==> config.mk <==
export PLATFORM = sky130hd
export DESIGN_NAME = t_flop_bank
export DESIGN_NICKNAME = d
export VERILOG_FILES = /design/src/rtl/t_flop_bank.sv
export SDC_FILE = /design/constraint.sdc
export NUM_CORES = 1
export LEC_CHECK = 0
export ABC_AREA = 1
export CAP_MARGIN = 20
export CORE_ASPECT_RATIO = 0.8
export CORE_MARGIN = 1.5
export CORE_UTILIZATION = 39
export CTS_CLUSTER_DIAMETER = 60
export CTS_CLUSTER_SIZE = 16
export DETAILED_ROUTE_END_ITERATION = 10
export PLACE_DENSITY_LB_ADDON = 0.3
export SYNTH_ARGS = -nofsm -noshare
export SYNTH_HDL_FRONTEND = slang
export SYNTH_SLANG_ARGS = --single-unit
export TNS_END_PERCENT = 10
==> constraint.sdc <==
create_clock -name clk -period 0.8 [get_ports clk]
set_input_delay 0.2 -clock clk [delete_from_list [all_inputs] [get_ports clk]]
set_output_delay 0.2 -clock clk [all_outputs]
set_load 0.05 [all_outputs]
==> src/rtl/t_flop_bank.sv <==
// Bank of WIDTH T flip-flops: independent toggle register (MODE 0) or cascaded
// up/down T-flop counter with terminal-count pulse and saturating wrap count (MODE 1).

module t_flop_lane #(
  parameter logic RST_BIT = 1'b0
) (
  input  logic clk,
  input  logic rst,
  input  logic load,
  input  logic load_bit,
  input  logic tog,
  output logic q,
  output logic toggled
);
  always_ff @(posedge clk or negedge rst) begin
    if (!rst) begin
      q       <= RST_BIT;
      toggled <= 1'b0;
    end else if (load) begin
      q       <= load_bit;
      toggled <= q ^ load_bit;
    end else begin
      q       <= q ^ tog;
      toggled <= tog;
    end
  end
endmodule

module t_flop_bank #(
  parameter int               WIDTH   = 8,
  parameter int               MODE    = 0,
  parameter logic [WIDTH-1:0] RST_VAL = '0,
  parameter int               WRAP_W  = 4
) (
  input  logic              clk,
  input  logic              rst,
  input  logic              en,
  input  logic              load,
  input  logic [WIDTH-1:0]  load_val,
  input  logic [WIDTH-1:0]  t,
  input  logic              up,
  output logic [WIDTH-1:0]  q,
  output logic [WIDTH-1:0]  toggled,
  output logic              tc,
  output logic [WRAP_W-1:0] wrap_cnt
);
  // Reset asserts immediately, releases two edges after rst rises.
  logic [1:0] rst_sync;
  logic       rst_i;

  always_ff @(posedge clk or negedge rst) begin
    if (!rst) rst_sync <= 2'b00;
    else      rst_sync <= {rst_sync[0], 1'b1};
  end
  assign rst_i = rst_sync[1];

  logic [WIDTH-1:0] tog;
  logic             wrap;

  generate
    if (MODE == 0) begin : g_indep
      logic unused_up;
      assign unused_up = up;
      // Select rather than AND so an undefined t is fully masked while idle.
      assign tog  = en ? t : '0;
      assign wrap = 1'b0;
    end else begin : g_cnt
      logic             cnt_en;
      logic             unused_t;
      logic [WIDTH-1:0] ones_below, zeros_below;

      assign unused_t = ^t[WIDTH-1:1];
      assign cnt_en   = en & t[0];
      assign ones_below[0]  = 1'b1;
      assign zeros_below[0] = 1'b1;
      for (genvar i = 1; i < WIDTH; i++) begin : g_chain
        assign ones_below[i]  = ones_below[i-1]  &  q[i-1];
        assign zeros_below[i] = zeros_below[i-1] & ~q[i-1];
      end
      assign tog  = cnt_en ? (up ? ones_below : zeros_below) : '0;
      assign wrap = cnt_en & ~load & (up ? (&q) : ~(|q));
    end
  endgenerate

  for (genvar i = 0; i < WIDTH; i++) begin : g_lane
    t_flop_lane #(.RST_BIT(RST_VAL[i])) u_lane (
      .clk      (clk),
      .rst      (rst_i),
      .load     (load),
      .load_bit (load_val[i]),
      .tog      (tog[i]),
      .q        (q[i]),
      .toggled  (toggled[i])
    );
  end

  always_ff @(posedge clk or negedge rst_i) begin
    if (!rst_i) begin
      tc       <= 1'b0;
      wrap_cnt <= '0;
    end else begin
      tc <= wrap;
      if (wrap && (wrap_cnt != '1)) wrap_cnt <= wrap_cnt + WRAP_W'(1);
    end
  end
endmodule

==> reports/qor.log <==
INFO  yosys          synth.most_common_cell=nand2_1
INFO  status         outcome=finished with violations
INFO  critical_path  crit_path_class=flip-flop to primary output
INFO  placed_design  number_of_placed_instances_taps_included=205
INFO  power_and_ir_drop power.static_leakage=0.000850µW
INFO  sta            setup_ws=-296ps
INFO  cts            tritoncts=yes
INFO  floorplan      num_rows=16
INFO  sta            post-route-period-util=137%
INFO  power_and_ir_drop share_clk_of_total_power=19.9%
INFO  power_and_ir_drop seq_power_share=38.0%
INFO  cts            post_cts_hold_buffer_count=0
INFO  cts            root_buffer=clkbuf_4
INFO  routing        drc_errors=0
INFO  routing        avgRoutedWirePerCell=12.0µm
INFO  yosys          synth-main-ff-cell=dfrtp_1
INFO  yosys          synth-edff-count=0
INFO  cts            worst_skew_pair.late_latency=300ps
INFO  global_routing grt.total_usage=17.9%
INFO  sta            max_freq=913MHz
INFO  floorplan      chipHeight=50.4µm
INFO  critical_path  timing.critical_path.slowest_cell_delay=430ps
INFO  power_and_ir_drop power_density=1760nW/µm²
INFO  critical_path  critical-path-slowest-cell=dfrtp_1
INFO  power_and_ir_drop switching_power=1020µW
INFO  cts            clockBufferDepth=2
INFO  routing        drt_pass1_iterations=4
INFO  global_routing grt_antenna_before_repair=0
INFO  placed_design  place.gp.congestion=0.675
INFO  global_routing grt.overflow.total=0
INFO  floorplan      die_ar=3140µm²
INFO  power_and_ir_drop p_int=1840µW
INFO  yosys          yosysSeqAreaShare=41.1%
INFO  cts            h-tree-depth=1
INFO  power_and_ir_drop vdd.ir_drop.worst=1.06mV
INFO  yosys          synth.top_cells.by_area=dfrtp_1 41%, nand2_1 19%, buf_4 15%
INFO  cts            cts_num_sinks=18
INFO  sta            fin_setup_tns=-6340ps
INFO  yosys          async_flop_share=100%
INFO  global_routing grt_pass1_vias=1085
INFO  status         failing_checks=negative setup slack
INFO  cts            clkSlewWorstSetupHoldPaths=110ps
INFO  critical_path  cp_data_arrival_time=900ps
INFO  yosys          yosys_register_bits=18
INFO  global_routing grt_pass1_wl=4400µm
INFO  sta            skew=7.60ps
INFO  sta            rsz0062_at_grt=true
INFO  finish         post_layout_nonfiller_instances=218
INFO  yosys          synth_top_area_share=41.1%
INFO  yosys          synth.distinct_cells=9
INFO  critical_path  path_cells=buf_12
INFO  floorplan      die_x=62.3µm
INFO  hold_path      hold_wc_path_type=input pin to asynchronous set/reset pin
INFO  yosys          post_synth_instance_area=1100µm²
INFO  finish         n_fill_cell=236
INFO  critical_path  critical_path.max_fanout=2
INFO  sta            setup_viol_count_final=32
INFO  critical_path  critPathCaptureType=primary output
INFO  global_routing pin_count_of_the_biggest_net_entering_global_routing=17
INFO  routing        drt_iter0_markers=36
INFO  power_and_ir_drop power.combinational.fraction=42.1%
INFO  critical_path  worst-endpoint-required=600ps
INFO  finish         nets=204
INFO  routing        vias=1042
INFO  sta            post-route-min-period=1100ps
INFO  yosys          synth_largest_area_cell=dfrtp_1
INFO  sta            timing.final.hold_violations=0
INFO  routing        drt.antenna.violating_nets=0
INFO  yosys          warnings_from_yosys=0
INFO  floorplan      start_util=42.8%
INFO  placed_design  dpl.hpwl=1980µm
INFO  finish         area_growth=47.8%
INFO  floorplan      core_region_area=2560µm²
INFO  critical_path  start_kind=flip-flop
INFO  finish         drive_gt1_share=23.1%
INFO  floorplan      design.portCount=42
INFO  job            max_cap_viol_count=0
INFO  routing        routed_wl=2630µm
INFO  yosys          avgSynthCellArea=7.26µm²
INFO  yosys          synthTopCellsByCount=56 x nand2_1, 32 x nand3_1, 22 x buf_4, 18 x dfrtp_1, 16 x inv_1
INFO  cts            tritoncts.num_buffers=3
INFO  placed_design  portBuffers=35
INFO  critical_path  critPathTopFamily=flip-flops
INFO  power_and_ir_drop sw_frac_of_total=35.7%
INFO  finish         antennaDiodeCount=0
INFO  sta            maxSlewViolCount=0
INFO  routing        vias_per_cell=4.78
INFO  yosys          number_of_instances_in_the_synthesized_netlist=151
INFO  critical_path  worstPathBufferInverterCount=1
[per-stage QoR]
step,utilization [%],hold slack [ps],cell area [µm²],power (µW),setup slack (ps)
3_5_place_dp,58.5,200,1500,2210,-440
4_1_cts,62.4,46.8,1600,2840,-297
3_3_place_gp,58.5,186,1500,2180,-370
5_1_grt,63.2,39.2,1620,2990,-330
6_report,63.2,52.7,1620,2860,-296
2_1_floorplan,-,-95.6,1110,1780,32.7
[registers in the layout, summed over array words and instances, names as in the netlist]
| name | flops |
|---|---|
| rst_sync | 2 |
| g_lane.u_lane.q | 8 |
| g_lane.u_lane.toggled | 8 |
[path summary, 6_finish.rpt]
path                                                    from  depth (start not counted)  slack, ps                                  to
worst min-delay path                                     rst                          1         50               rst_sync[0]$_DFF_PN0_
worst max register to register  g_lane[4].u_lane.q$_DFF_PN0_                          6       -210        g_lane[4].u_lane.q$_DFF_PN0_
worst min register to register         rst_sync[1]$_DFF_PN0_                          1        200  g_lane[2].u_lane.toggled$_DFF_PN0_
max in group asynchronous              rst_sync[1]$_DFF_PN0_                          1        390        g_lane[5].u_lane.q$_DFF_PN0_
worst max-delay path            g_lane[3].u_lane.q$_DFF_PN0_                          1       -300                                q[3]
min in group clk                       rst_sync[0]$_DFF_PN0_                          0        370               rst_sync[1]$_DFF_PN0_
[kinds of logic after synthesis]
group / synth area share, %
buf+inv: 24.4
flops: 41.1
simple gates: 33.8
other cells: 0.685
[layout make-up]
type	instances	area, µm²	share of cell area [%]
inverters	17	68.8	4.25
flip-flops and latches	18	453	28.0
clock buffers	4	36.3	2.24
multi-input cells	94	398	24.6
repair buffers	49	619	38.2
well taps	36	45.0	2.78
[layout by cell type, fill, tap and decap left out, drive strengths merged]
cell and instances:
conb 6, dfrtp 18, inv 17, nand3 32
clkbuf 4, clkdlybuf4s50 19, nand2 56, buf 30
[what timing repair did]
action | in CTS | in global routing
resized for setup | 5 | 5
pin swaps | 0 | 0
endpoints found under the setup margin | 32 | 32
buffers inserted | 8 | 1
[metal layers]
layer | vias to the layer above | share of wire, % | track usage [%]
met5 | - | 0 | 0
met4 | 0 | 0.46 | 6.30
met3 | 2 | 5.6 | 4.93
met2 | 33 | 58 | 35.1
met1 | 506 | 36 | 18.3
li1 | 501 | - | -
[power by group through the flow]
stage | clock network [µW] | logic (µW) | registers, µW
floorplan | 0 | 716 | 1070
global placement | 0 | 1060 | 1120
detailed placement | 0 | 1090 | 1120
CTS | 577 | 1180 | 1080
global route | 622 | 1270 | 1100
finish | 570 | 1200 | 1090
(Power assumes the default switching activity.)
